`config.mk`:
```
export PLATFORM = sky130hd
export DESIGN_NAME = mac_dot_sequencer
export DESIGN_NICKNAME = d
export VERILOG_FILES = /design/src/rtl/mac_dot_sequencer.sv
export SDC_FILE = /design/constraint.sdc
export NUM_CORES = 1
export LEC_CHECK = 0
export ABC_AREA = 1
export CAP_MARGIN = 20
export CORE_MARGIN = 4
export CORE_UTILIZATION = 28
export CTS_CLUSTER_DIAMETER = 50
export DETAILED_ROUTE_END_ITERATION = 12
export PLACE_DENSITY = 0.54
export SYNTH_ARGS = -nofsm -noshare
export SYNTH_HDL_FRONTEND = slang
export SYNTH_SLANG_ARGS = --single-unit
```
`constraint.sdc`:
```
create_clock -name clock0 -period 3.6 [get_ports clock0]
set_clock_uncertainty 0.05 [all_clocks]
set_input_delay 0.72 -clock clock0 [delete_from_list [all_inputs] [get_ports clock0]]
set_output_delay 0.72 -clock clock0 [all_outputs]
set_load 0.05 [all_outputs]
```
`src/rtl/mac_dot_sequencer.sv`:
```
`default_nettype none
// ============================================================================
// Module   : mac_dot_sequencer
// Brief    : Operand FIFO and issue sequencer for a banked signed MAC array.
//            Captures each vector's dot product onto a valid/ready result port.
// Revision : 1.0 - initial release
// ============================================================================
module mac_dot_sequencer #(
    parameter int DATA_W = 16,
    parameter int ACC_W  = 32,
    parameter int LANES  = 2,
    parameter int ID_W   = 2,
    parameter int DEPTH  = 4,
    parameter int LEN_W  = 8
) (
    input  logic              clock0,
    input  logic              reset,
    input  logic              s_valid,
    output logic              s_ready,
    input  logic [DATA_W-1:0] s_a,
    input  logic [DATA_W-1:0] s_b,
    input  logic              s_last,
    input  logic [ID_W-1:0]   cfg_lane,
    output logic [ID_W-1:0]   mac_id,
    output logic [DATA_W-1:0] mac_a,
    output logic [DATA_W-1:0] mac_b,
    output logic              mac_clr,
    input  logic [ACC_W-1:0]  mac_out,
    output logic              res_valid,
    input  logic              res_ready,
    output logic [ACC_W-1:0]  res_data,
    output logic [LEN_W-1:0]  res_len,
    output logic              res_err
);

    localparam int                c_addr_w  = $clog2(DEPTH);
    localparam int                c_entry_w = 2 * DATA_W + 1;
    localparam logic [ID_W:0]     c_lanes   = (ID_W + 1)'(LANES);
    localparam logic [LEN_W-1:0]  c_len_max = '1;

    typedef enum logic [1:0] {
        ST_ISSUE   = 2'd0,
        ST_WAIT    = 2'd1,
        ST_CAPTURE = 2'd2,
        ST_RESULT  = 2'd3
    } state_t;

    // ------------------------------------------------------------------
    // Operand FIFO: {a, b, last}; pointers carry one extra wrap bit
    // ------------------------------------------------------------------
    logic [c_entry_w-1:0] fifo_mem_q [DEPTH];
    logic [c_entry_w-1:0] fifo_mem_d [DEPTH];
    logic [c_addr_w:0]    wr_ptr_q, wr_ptr_d;
    logic [c_addr_w:0]    rd_ptr_q, rd_ptr_d;

    logic                 fifo_empty;
    logic                 fifo_full;
    logic                 do_push;
    logic                 do_pop;
    logic [c_entry_w-1:0] head;
    logic [DATA_W-1:0]    head_a;
    logic [DATA_W-1:0]    head_b;
    logic                 head_last;

    state_t               state_q, state_d;
    logic [ID_W-1:0]      mac_id_q, mac_id_d;
    logic [DATA_W-1:0]    mac_a_q, mac_a_d;
    logic [DATA_W-1:0]    mac_b_q, mac_b_d;
    logic                 mac_clr_q, mac_clr_d;
    logic                 res_valid_q, res_valid_d;
    logic [ACC_W-1:0]     res_data_q, res_data_d;
    logic [LEN_W-1:0]     res_len_q, res_len_d;
    logic                 res_err_q, res_err_d;
    logic [LEN_W-1:0]     len_q, len_d;
    logic                 err_q, err_d;

    assign fifo_empty = (wr_ptr_q == rd_ptr_q);
    assign fifo_full  = (wr_ptr_q[c_addr_w] != rd_ptr_q[c_addr_w]) &&
                        (wr_ptr_q[c_addr_w-1:0] == rd_ptr_q[c_addr_w-1:0]);

    // Ready tracks occupancy only, so a full FIFO never accepts a pair even
    // when the head is being popped in the same cycle.
    assign s_ready = !fifo_full && !reset;
    assign do_push = s_valid && s_ready;
    assign do_pop  = (state_q == ST_ISSUE) && !fifo_empty;

    assign head      = fifo_mem_q[rd_ptr_q[c_addr_w-1:0]];
    assign head_a    = head[c_entry_w-1 -: DATA_W];
    assign head_b    = head[DATA_W:1];
    assign head_last = head[0];

    always_comb begin
        fifo_mem_d = fifo_mem_q;
        wr_ptr_d   = wr_ptr_q;
        rd_ptr_d   = rd_ptr_q;
        if (do_push) begin
            fifo_mem_d[wr_ptr_q[c_addr_w-1:0]] = {s_a, s_b, s_last};
            wr_ptr_d = wr_ptr_q + 1'b1;
        end
        if (do_pop) begin
            rd_ptr_d = rd_ptr_q + 1'b1;
        end
    end

    always_ff @(posedge clock0) begin
        fifo_mem_q <= fifo_mem_d;
    end

    // ------------------------------------------------------------------
    // Issue / capture sequencer
    // ------------------------------------------------------------------
    always_comb begin
        state_d     = state_q;
        mac_id_d    = mac_id_q;
        mac_a_d     = mac_a_q;
        mac_b_d     = mac_b_q;
        mac_clr_d   = 1'b0;
        res_valid_d = res_valid_q;
        res_data_d  = res_data_q;
        res_len_d   = res_len_q;
        res_err_d   = res_err_q;
        len_d       = len_q;
        err_d       = err_q;

        case (state_q)
            ST_ISSUE: begin
                if (do_pop) begin
                    mac_a_d = head_a;
                    mac_b_d = head_b;
                    // len never wraps back to zero, so zero marks a first pop
                    if (len_q == '0) begin
                        if ({1'b0, cfg_lane} >= c_lanes) begin
                            mac_id_d = '0;
                            err_d    = 1'b1;
                        end else begin
                            mac_id_d = cfg_lane;
                        end
                    end
                    if (len_q != c_len_max) begin
                        len_d = len_q + 1'b1;
                    end
                    if (head_last) begin
                        state_d = ST_WAIT;
                    end
                end else begin
                    mac_a_d = '0;
                    mac_b_d = '0;
                end
            end

            ST_WAIT: begin
                mac_a_d = '0;
                mac_b_d = '0;
                state_d = ST_CAPTURE;
            end

            ST_CAPTURE: begin
                mac_a_d     = '0;
                mac_b_d     = '0;
                res_data_d  = mac_out;
                res_len_d   = len_q;
                res_err_d   = err_q;
                res_valid_d = 1'b1;
                mac_clr_d   = 1'b1;
                len_d       = '0;
                err_d       = 1'b0;
                state_d     = ST_RESULT;
            end

            ST_RESULT: begin
                mac_a_d = '0;
                mac_b_d = '0;
                if (res_valid_q && res_ready) begin
                    res_valid_d = 1'b0;
                    state_d     = ST_ISSUE;
                end
            end

            default: begin
                state_d = ST_ISSUE;
            end
        endcase
    end

    always_ff @(posedge clock0) begin
        if (reset) begin
            state_q     <= ST_ISSUE;
            wr_ptr_q    <= '0;
            rd_ptr_q    <= '0;
            mac_id_q    <= '0;
            mac_a_q     <= '0;
            mac_b_q     <= '0;
            mac_clr_q   <= 1'b1;
            res_valid_q <= 1'b0;
            res_data_q  <= '0;
            res_len_q   <= '0;
            res_err_q   <= 1'b0;
            len_q       <= '0;
            err_q       <= 1'b0;
        end else begin
            state_q     <= state_d;
            wr_ptr_q    <= wr_ptr_d;
            rd_ptr_q    <= rd_ptr_d;
            mac_id_q    <= mac_id_d;
            mac_a_q     <= mac_a_d;
            mac_b_q     <= mac_b_d;
            mac_clr_q   <= mac_clr_d;
            res_valid_q <= res_valid_d;
            res_data_q  <= res_data_d;
            res_len_q   <= res_len_d;
            res_err_q   <= res_err_d;
            len_q       <= len_d;
            err_q       <= err_d;
        end
    end

    assign mac_id    = mac_id_q;
    assign mac_a     = mac_a_q;
    assign mac_b     = mac_b_q;
    assign mac_clr   = mac_clr_q;
    assign res_valid = res_valid_q;
    assign res_data  = res_data_q;
    assign res_len   = res_len_q;
    assign res_err   = res_err_q;

endmodule
`default_nettype wire

```
-- Word-level counts from Yosys, hierarchy flattened
Index checks and enable logic that the tools add are counted.
- flip-flop bits (word level): 226
- output and inout bits: 78
- bitwise logic cells: 2
- eq/ne operators: 13
- muxes and demuxes: 25
- magnitude comparators: 4
- $add $sub $neg: 3
- reduce and logical (&&, ||, !) cells: 19
- operators with widths (kind ; count):
    $bwmux W132 ; 1
    $mux W33 ; 3
    $bmux W33 S2 ; 1
    $demux W33 S2 ; 1
    $pmux W16 S2 ; 2
    $mux W16 ; 2
    $mux W8 ; 2
    $pmux W8 S2 ; 1
    $reduce_and A3 Y1 ; 3
    $add A8 B1 Y8 const B ; 1
    $logic_not A8 Y1 ; 1
    $mux W2 ; 4
    $ne A8 B8 Y1 const B ; 1
    $pmux W2 S4 ; 1
    $add A3 B1 Y3 const B ; 2
    $ge A3 B3 Y1 const B ; 2
    $logic_and A1 B1 Y1 ; 6
    $ne A2 B1 Y1 const B ; 3
    $ne A2 B2 Y1 const B ; 3
    $not A2 Y3 ; 2
    $mux W1 ; 5
    $eq A2 B2 Y1 const B ; 2
    $pmux W1 S2 ; 2
    $reduce_and A4 Y1 ; 1
    11 further kinds ; 14

-- Logic depth before layout (Yosys ltp)
Gate-level depths: netlist (run 1).
- depth in word-level cells: 7
- depth in mapped cells: 12

-- Worst setup path before layout (run 1)
Ideal clock, no wire load.
- kind: input port to flip-flop
- start: in reset
- end: reg fifo_mem_q[0] (netlist bit) (enable)
- path slack: 0.546 ns
- cell stages on the path: 4
- data required time: 3.127 ns
- arrival time: 2.581 ns
- setup time: 0.423 ns
- buffers on the path: 1
- cells stage by stage: buf_2 -> clkinv_1 -> nand3_2 -> nor2_1
- cells in the longest elaborated chain, start to end: 3
- RTL lines (what ; RTL line ; source):
    from (decl) ; 17 ; input logic reset,
    $logic_not A1 Y1 ; 83 ; assign s_ready = !fifo_full && !reset;
    $logic_and A1 B1 Y1 ; 83 ;
    $logic_and A1 B1 Y1 ; 84 ; assign do_push = s_valid && s_ready;
    to (signal assigned) ; 106 ; fifo_mem_q <= fifo_mem_d;
    to (decl) ; 51 ; logic [c_entry_w-1:0] fifo_mem_q [DEPTH];
Every way passes these cells.
A chain may end at the register's enable or synchronous reset.

-- Worst setup path in the final report (run 1)
- start: in reset
- end: out s_ready
- cells in the longest elaborated chain, start to end: 2
- RTL lines (what ; RTL line ; source):
    $logic_not A1 Y1 ; 83 ;
    $logic_and A1 B1 Y1 ; 83 ;
    to (decl) ; 19 ; output logic s_ready,
Every way passes these cells.

==> reports/qor.txt, run 1 <==
result of the run = finished clean
IO buf count = 148
overall power consumption = 8.86 mW
number of synthesized register bits = 226
Net Count, Synth = 881
final critical path time including I/O delays and setup = 2.83 ns
library cells used by synthesis = 29
Hold Fails Final Rpt = 0
clock tree root driver cell = sky130_fd_sc_hd__clkbuf_16
number of buffers on the longest clock path = 3
source-to-sink clock delay at the later pin of the worst-skew pair = 0.53 ns
synthesis-to-layout area growth = 33.9%
antenna violations before repair = 0
TritonCTS clock tree = done
routed wire length = 20.1 mm
HPWL after detailed placement = 12.9 mm
combined area of all synthesized cells = 0.00857 mm²
grt total ovfl = 0
antenna diode count = 0
static leakage power = 4.21 nW
die span in x = 183 µm
sequential element share of the synthesized area = 0.682
switching component of the power = 3.22 mW
row cnt = 63
CP Launch Type = input pin
worst-path fanout max = 22
Clock Power Share = 0.322
total number of vias = 5904
Power Internal = 5.64 mW
setup TNS after final layout = 0 ns
via count normalized by instance count = 4.33
quantity of gates resized following cts = 0
Mapped Cells = 798
portion of total power attributed to combinational logic = 0.317
# clock sinks = 226
leading cell type in the layout, fill and taps excluded = sky130_fd_sc_hd__nor2_1
Top-Level Pins = 149
hold buffer count at cts = 0
area of the core region = 0.0299 mm²
setup-violating endpoint count in the final report = 0
number of nets in the final layout = 1036
setup repair bufs after CTS = 0
Cell Pwr Density = 772 mW/mm²
remaining number of nets flagged by the antenna check after routing = 0
Initial Util = 0.287
cts bufs inserted = 28
pin count of the biggest net entering global routing = 69
critical path capture point type = primary output
Die ar. = 0.0335 mm²
Post-route DRC = 0
final-layout fill cell count = 2883
path type of the worst min-delay path = flop to flop
required time reported for the critical path endpoint = 2.83 ns
Core Util, Final = 0.384
Syn Area/Cell = 10.7 µm²
Slew Limit Headroom = 0.569
detailed-route wire length per cell = 14.7 µm
via count of the first global-routing pass = 5760
final period utilization = 0.787
Initial DRT Pass Iterations = 4
kind of critical path = input pin to primary output
vertical extent of the die = 183 µm
routability-driven placement congestion ratio = 0.775
GRT Resource Usage Total = 0.117
upper clock frequency limit = 353 MHz
H-tree depth reported by CTS = 1
Synth warnings = 0
peak supply drop = 329 µV
max-slew violation count = 0
Flop pwr share = 0.361
wire length of the first global-routing pass = 31.8 mm
Starting DRT DRC Count = 314
fraction of final layout cells sized beyond drive strength 1 = 0.105
transition at the pin with the smallest max-transition slack = 0.646 ns
max-cap check violation count = 0
signal arrival time at the worst endpoint = 2.06 ns
commonest non-fill, non-tap cells in the layout = 220 x sky130_fd_sc_hd__nor2_1, 147 x sky130_fd_sc_hd__clkdlybuf4s50_1, 132 x sky130_fd_sc_hd__edfxtp_1, 112 x sky130_fd_sc_hd__o21ai_0, 92 x sky130_fd_sc_hd__dfxtp_1
switching share of power = 0.364
setup repair after global routing missed its margin = false
Clk pin slew, worst setup/hold paths = 0.06 ns
flop2flop setup slack = 1.26 ns
==> path summary, 6_finish.rpt <==
path,start,to,depth (start not counted)
worst min register to register,mac_id[1]$_SDFFE_PP0P_,mac_id[1]$_SDFFE_PP0P_,2
worst max register to register,rd_ptr_q[0]$_SDFFE_PP0P_,fifo_mem_q[26]$_DFFE_PP_,7
worst min-delay path,mac_id[1]$_SDFFE_PP0P_,mac_id[1]$_SDFFE_PP0P_,2
worst max-delay path,reset,s_ready,6
==> final cells by class <==
class	count	area, µm²	area share
Clock buffer	34	723	0.0630
Clock inverter	18	236	0.0206
Inverter	44	165	0.0144
Multi-Input combinational cell	489	2400	0.209
Sequential cell	226	5850	0.510
Tap cell	390	488	0.0425
Timing Repair Buffer	164	1610	0.140
==> registers in the layout, summed over array words and instances (netlist names), 2 cells and up <==
signal / cells
mac_a: 16
mac_id: 2
rd_ptr_q: 3
state_q: 2
wr_ptr_q: 3
len_q: 8
res_len: 8
res_data: 32
fifo_mem_q: 132
mac_b: 16
==> metrics by stage <==
stage | hold slack, ns | cell area, µm² | worst slack, ns | instances
6_report | 0.411 | 11500 | 0.768 | 1365
5_1_grt | 0.428 | 11500 | 0.655 | 1365
4_1_cts | 0.414 | 11500 | 0.731 | 1365
3_5_place_dp | 0.402 | 10500 | 0.748 | 1313
3_3_place_gp | 0.400 | 10500 | 0.721 | 1313
2_1_floorplan | 0.388 | 8570 | 0.546 | 798
==> metal layers <==
layer / part of all wire / GRT usage
met1: 0.45 / 0.153
met2: 0.44 / 0.183
met3: 0.097 / 0.0474
met4: 0.016 / 0.0241
met5: 0 / 0
==> Yosys cell counts <==
cell / n / area share
sky130_fd_sc_hd__nand3_4: 1 / 0.0020
sky130_fd_sc_hd__clkbuf_1: 23 / 0.010
sky130_fd_sc_hd__ha_1: 12 / 0.018
sky130_fd_sc_hd__nand2_4: 3 / 0.0039
sky130_fd_sc_hd__nand3_1: 22 / 0.013
sky130_fd_sc_hd__nand4_4: 1 / 0.0025
sky130_fd_sc_hd__buf_6: 3 / 0.0039
sky130_fd_sc_hd__xnor2_4: 1 / 0.0032
sky130_fd_sc_hd__buf_1: 2 / 0.00088
sky130_fd_sc_hd__inv_1: 38 / 0.017
sky130_fd_sc_hd__a21oi_2: 20 / 0.020
sky130_fd_sc_hd__buf_2: 10 / 0.0058
sky130_fd_sc_hd__inv_2: 4 / 0.0018
sky130_fd_sc_hd__nor3b_1: 1 / 0.00088
sky130_fd_sc_hd__a21oi_1: 26 / 0.015
sky130_fd_sc_hd__nand4_1: 4 / 0.0029
sky130_fd_sc_hd__nor2_2: 1 / 0.00073
sky130_fd_sc_hd__buf_4: 1 / 0.00088
sky130_fd_sc_hd__nand2_2: 1 / 0.00073
sky130_fd_sc_hd__nand3_2: 1 / 0.0012
sky130_fd_sc_hd__nor3_4: 1 / 0.0019
sky130_fd_sc_hd__o21ai_0: 112 / 0.065
sky130_fd_sc_hd__nand2_1: 54 / 0.024
sky130_fd_sc_hd__a211oi_1: 3 / 0.0026
sky130_fd_sc_hd__edfxtp_1: 132 / 0.46
sky130_fd_sc_hd__dfxtp_1: 94 / 0.22
sky130_fd_sc_hd__clkinv_1: 2 / 0.00088
sky130_fd_sc_hd__xor2_1: 1 / 0.0010
sky130_fd_sc_hd__nor2_1: 224 / 0.098
==> kinds of logic (layout without fill, tap and decap cells) <==
logic type / count (synthesis) / after routing / share of synthesized area
compound gates: 161 / 161 / 0.104
xor+xnor: 2 / 2 / 0.00424
fa+ha+maj: 12 / 12 / 0.0175
buf+inv: 83 / 260 / 0.0409
flops: 226 / 226 / 0.682
simple gates: 314 / 314 / 0.151
==> power by group through the flow <==
stage,sequential (mW),clock [mW],combinational (mW)
after global routing,3.24,3.05,3.09
after detailed placement,3.26,0,2.85
after global placement,3.26,0,2.85
after CTS,3.21,2.93,2.86
final,3.20,2.85,2.81
after floorplan,3.95,0,1.25
==> worst max-delay path: stages <==
cell	delay, ns
sky130_fd_sc_hd__clkdlybuf4s50_1	0.53
sky130_fd_sc_hd__clkinv_1	0.21
sky130_fd_sc_hd__buf_4	0.26
sky130_fd_sc_hd__nand2_1	0.09
sky130_fd_sc_hd__inv_1	0.06
sky130_fd_sc_hd__buf_4	0.19
Note: power is estimated with default switching activity, not from simulation.
==> inputs of run 2 (changes only) <==
Clock period 3.6 ns to 2.85 ns, I/O delays scaled along.
==> run 2 against run 1 <==
  * Utilization grew 0.18 points
  * Via count is essentially flat
  * Routed wire length grew 1.9%
  * Final cell count grew 0.22%
  * Critical path type is now flop to primary output
  * Critical endpoint unchanged
==> reports/qor.txt, run 2 (same netlist as run 1, synthesis figures left out) <==
routability-driven placement congestion ratio = 0.772 (was 0.775)
reg-to-reg endpoint = fifo_mem_q[75]$_DFFE_PP_ (was fifo_mem_q[26]$_DFFE_PP_)
number of cells on the worst hold path = 2 (unchanged)
setup repair bufs after CTS = 0 (unchanged)
quantity of gates resized following cts = 0 (unchanged)
path type of the worst min-delay path = flop to flop (unchanged)
final worst hold slack = 0.414 ns (was 0.411 ns)
antenna violations before repair = 0 (unchanged)
Slew Limit Headroom = 0.566 (was 0.569)
area of the core region = 0.0299 mm² (unchanged)
CP Launch Type = flop (was input pin)
# clock sinks = 226 (unchanged)
Die ar. = 0.0335 mm² (unchanged)
slowest CP cell = sky130_fd_sc_hd__dfxtp_2 (was sky130_fd_sc_hd__clkdlybuf4s50_1)
die span in x = 183 µm (unchanged)
worst-path fanout max = 15 (was 22)
flop2flop setup slack = 0.71 ns (was 1.26 ns)
library cell appearing most often on the critical path = sky130_fd_sc_hd__nand2_1 (was sky130_fd_sc_hd__buf_4)
Post-route DRC = 0 (unchanged)
antenna diode count = 0 (unchanged)
remaining number of nets flagged by the antenna check after routing = 0 (unchanged)
Cell Pwr Density = 983 mW/mm² (was 772 mW/mm²)
setup-violating endpoint count in the final report = 0 (unchanged)
largest stage delay on the critical path = 0.50 ns (was 0.53 ns)
max-slew violation count = 0 (unchanged)
worst setup path endpoint = s_ready (unchanged)
Core Util, Final = 0.386 (was 0.384)
hold buffer count at cts = 0 (unchanged)
H-tree depth reported by CTS = 1 (unchanged)
via count of the first global-routing pass = 5887 (was 5760)
vertical extent of the die = 183 µm (unchanged)
Clk pin slew, worst setup/hold paths = 0.06 ns (about the same)
transition at the pin with the smallest max-transition slack = 0.651 ns (was 0.646 ns)
combined buffer and inverter count along the critical path = 3 (was 5)
commonest non-fill, non-tap cells in the layout = 220 x sky130_fd_sc_hd__nor2_1, 147 x sky130_fd_sc_hd__clkdlybuf4s50_1, 132 x sky130_fd_sc_hd__edfxtp_1, 112 x sky130_fd_sc_hd__o21ai_0, 92 x sky130_fd_sc_hd__dfxtp_1 (unchanged)
result of the run = finished clean (unchanged)
overall power consumption = 11.3 mW (was 8.86 mW)
Cell Area, Placed = 0.0105 mm² (about the same)
smallest setup slack after layout = 0.447 ns (was 0.768 ns)
leading cell type in the layout, fill and taps excluded = sky130_fd_sc_hd__nor2_1 (unchanged)
detailed-route wire length per cell = 14.9 µm (was 14.7 µm)
summed area of non-filler cells in the final layout = 0.0115 mm² (about the same)
wire length of the first global-routing pass = 32.2 mm (was 31.8 mm)
number of buffers on the longest clock path = 3 (unchanged)
final period utilization = 0.843
setup repair after global routing missed its margin = false (unchanged)
origin of the critical flop-to-flop path = rd_ptr_q[0]$_SDFFE_PP0P_ (unchanged)
IO buf count = 148 (unchanged)
Hold Fails Final Rpt = 0 (unchanged)
routed wire length = 20.4 mm (was 20.1 mm)
total stage count of the critical path = 7 (was 6)
max-cap check violation count = 0 (unchanged)
signal arrival time at the worst endpoint = 1.78 ns (was 2.06 ns)
clock tree root driver cell = sky130_fd_sc_hd__clkbuf_16 (unchanged)
HPWL after detailed placement = 13.0 mm (was 12.9 mm)
Initial Util = 0.287 (unchanged)
peak supply drop = 680 µV (was 329 µV)
Biggest register = fifo_mem_q (unchanged)
GRT Resource Usage Total = 0.117 (about the same)
required time reported for the critical path endpoint = 2.23 ns (was 2.83 ns)
Crit. Startpoint = rd_ptr_q[0]$_SDFFE_PP0P_ (was reset)
TritonCTS clock tree = done (unchanged)
number of nets in the final layout = 1037 (was 1036)
synthesis-to-layout area growth = 34.6% (was 33.9%)
Top-Level Pins = 149 (unchanged)
via count normalized by instance count = 4.32 (was 4.33)
critical path capture point type = primary output (unchanged)
total number of vias = 5906 (was 5904)
static leakage power = 4.25 nW (was 4.21 nW)
number of flip-flops in the largest register = 132 (unchanged)
CP top delay family = flip-flops (was buffers and inverters)
final critical path time including I/O delays and setup = 2.40 ns
grt total ovfl = 0 (unchanged)
row cnt = 63 (unchanged)
Initial DRT Pass Iterations = 4 (unchanged)
fraction of final layout cells sized beyond drive strength 1 = 0.108 (was 0.105)
reg2reg path depth = 7 (unchanged)
cts bufs inserted = 30 (was 28)
cells along the critical path = inv_2 -> nand2_1 -> nand2_2 -> nand3_1 -> nand2_1 -> inv_1 -> buf_4 (was clkdlybuf4s50_1 -> clkinv_1 -> buf_4 -> nand2_1 -> inv_1 -> buf_4)
pin count of the biggest net entering global routing = 69 (unchanged)
Starting DRT DRC Count = 294 (was 314)
upper clock frequency limit = 416 MHz
pre-CTS worst setup slack = 0.381 ns (was 0.748 ns)
kind of critical path = flop to primary output (was input pin to primary output)
source-to-sink clock delay at the later pin of the worst-skew pair = 0.54 ns (was 0.53 ns)
-- run 2: changes by cell type in the layout (fill, tap and decap cells not counted), sizes merged --
| cell | previous run | this run |
|---|---|---|
| bufinv | 4 | 3 |
| clkinv | 8 | 13 |
| clkinvlp | 4 | 1 |
| inv | 46 | 48 |
| clkbuf | 34 | 35 |
| buf | 17 | 16 |
-- run 2: worst min-delay path by stage --
stage                                      start                endpoint  slack [ns]
after CTS                 mac_id[1]$_SDFFE_PP0P_  mac_id[1]$_SDFFE_PP0P_        0.42
after floorplan               err_q$_SDFFE_PP0P_    res_err$_SDFFE_PP0N_        0.39
after global placement    mac_id[1]$_SDFFE_PP0P_  mac_id[1]$_SDFFE_PP0P_        0.40
final                     mac_id[1]$_SDFFE_PP0P_  mac_id[1]$_SDFFE_PP0P_        0.41
after detailed placement  mac_id[1]$_SDFFE_PP0P_  mac_id[1]$_SDFFE_PP0P_        0.41
after global routing          err_q$_SDFFE_PP0P_    res_err$_SDFFE_PP0N_        0.44
-- run 2: per-layer routing --
metal,GRT usage,wire length (µm),share of wire
met5,0,0,0
met4,0.0244,406,0.020
met3,0.0452,1780,0.087
met2,0.190,9200,0.45
met1,0.151,9060,0.44
-- run 2: cell type report --
| type | count | area [µm²] |
|---|---|---|
| fill | 2894 | 18300 |
| timing repair buffer | 163 | 1620 |
| inverter | 44 | 165 |
| sequential | 226 | 5850 |
| multi-input combinational | 489 | 2400 |
| tap | 390 | 488 |
| clock inverter | 21 | 219 |
| clock buffer | 35 | 791 |
-- run 2: worst register-to-register path, stage by stage, from the launching register on --
cell                      delay (ns)
sky130_fd_sc_hd__dfxtp_2        0.50
sky130_fd_sc_hd__inv_2          0.06
sky130_fd_sc_hd__nand2_1        0.07
sky130_fd_sc_hd__nand2_2        0.10
sky130_fd_sc_hd__nand3_1        0.15
sky130_fd_sc_hd__nand3_2        0.27
sky130_fd_sc_hd__nor2_4         0.35
sky130_fd_sc_hd__buf_12         0.25
-- run 2: power breakdown --
| part | switching, mW | internal, mW |
|---|---|---|
| Clock | 1.45 | 2.29 |
| Sequential | 0.199 | 3.83 |
| Combinational | 2.48 | 1.10 |
| Total | 4.12 | 7.21 |
-- run 2: per-stage QoR --
stage | instances | TNS (ns)
after CTS | 1368 | 0
final | 1368 | 0
after floorplan | 798 | -7.13
after global placement | 1312 | 0
after global routing | 1368 | 0
after detailed placement | 1312 | 0
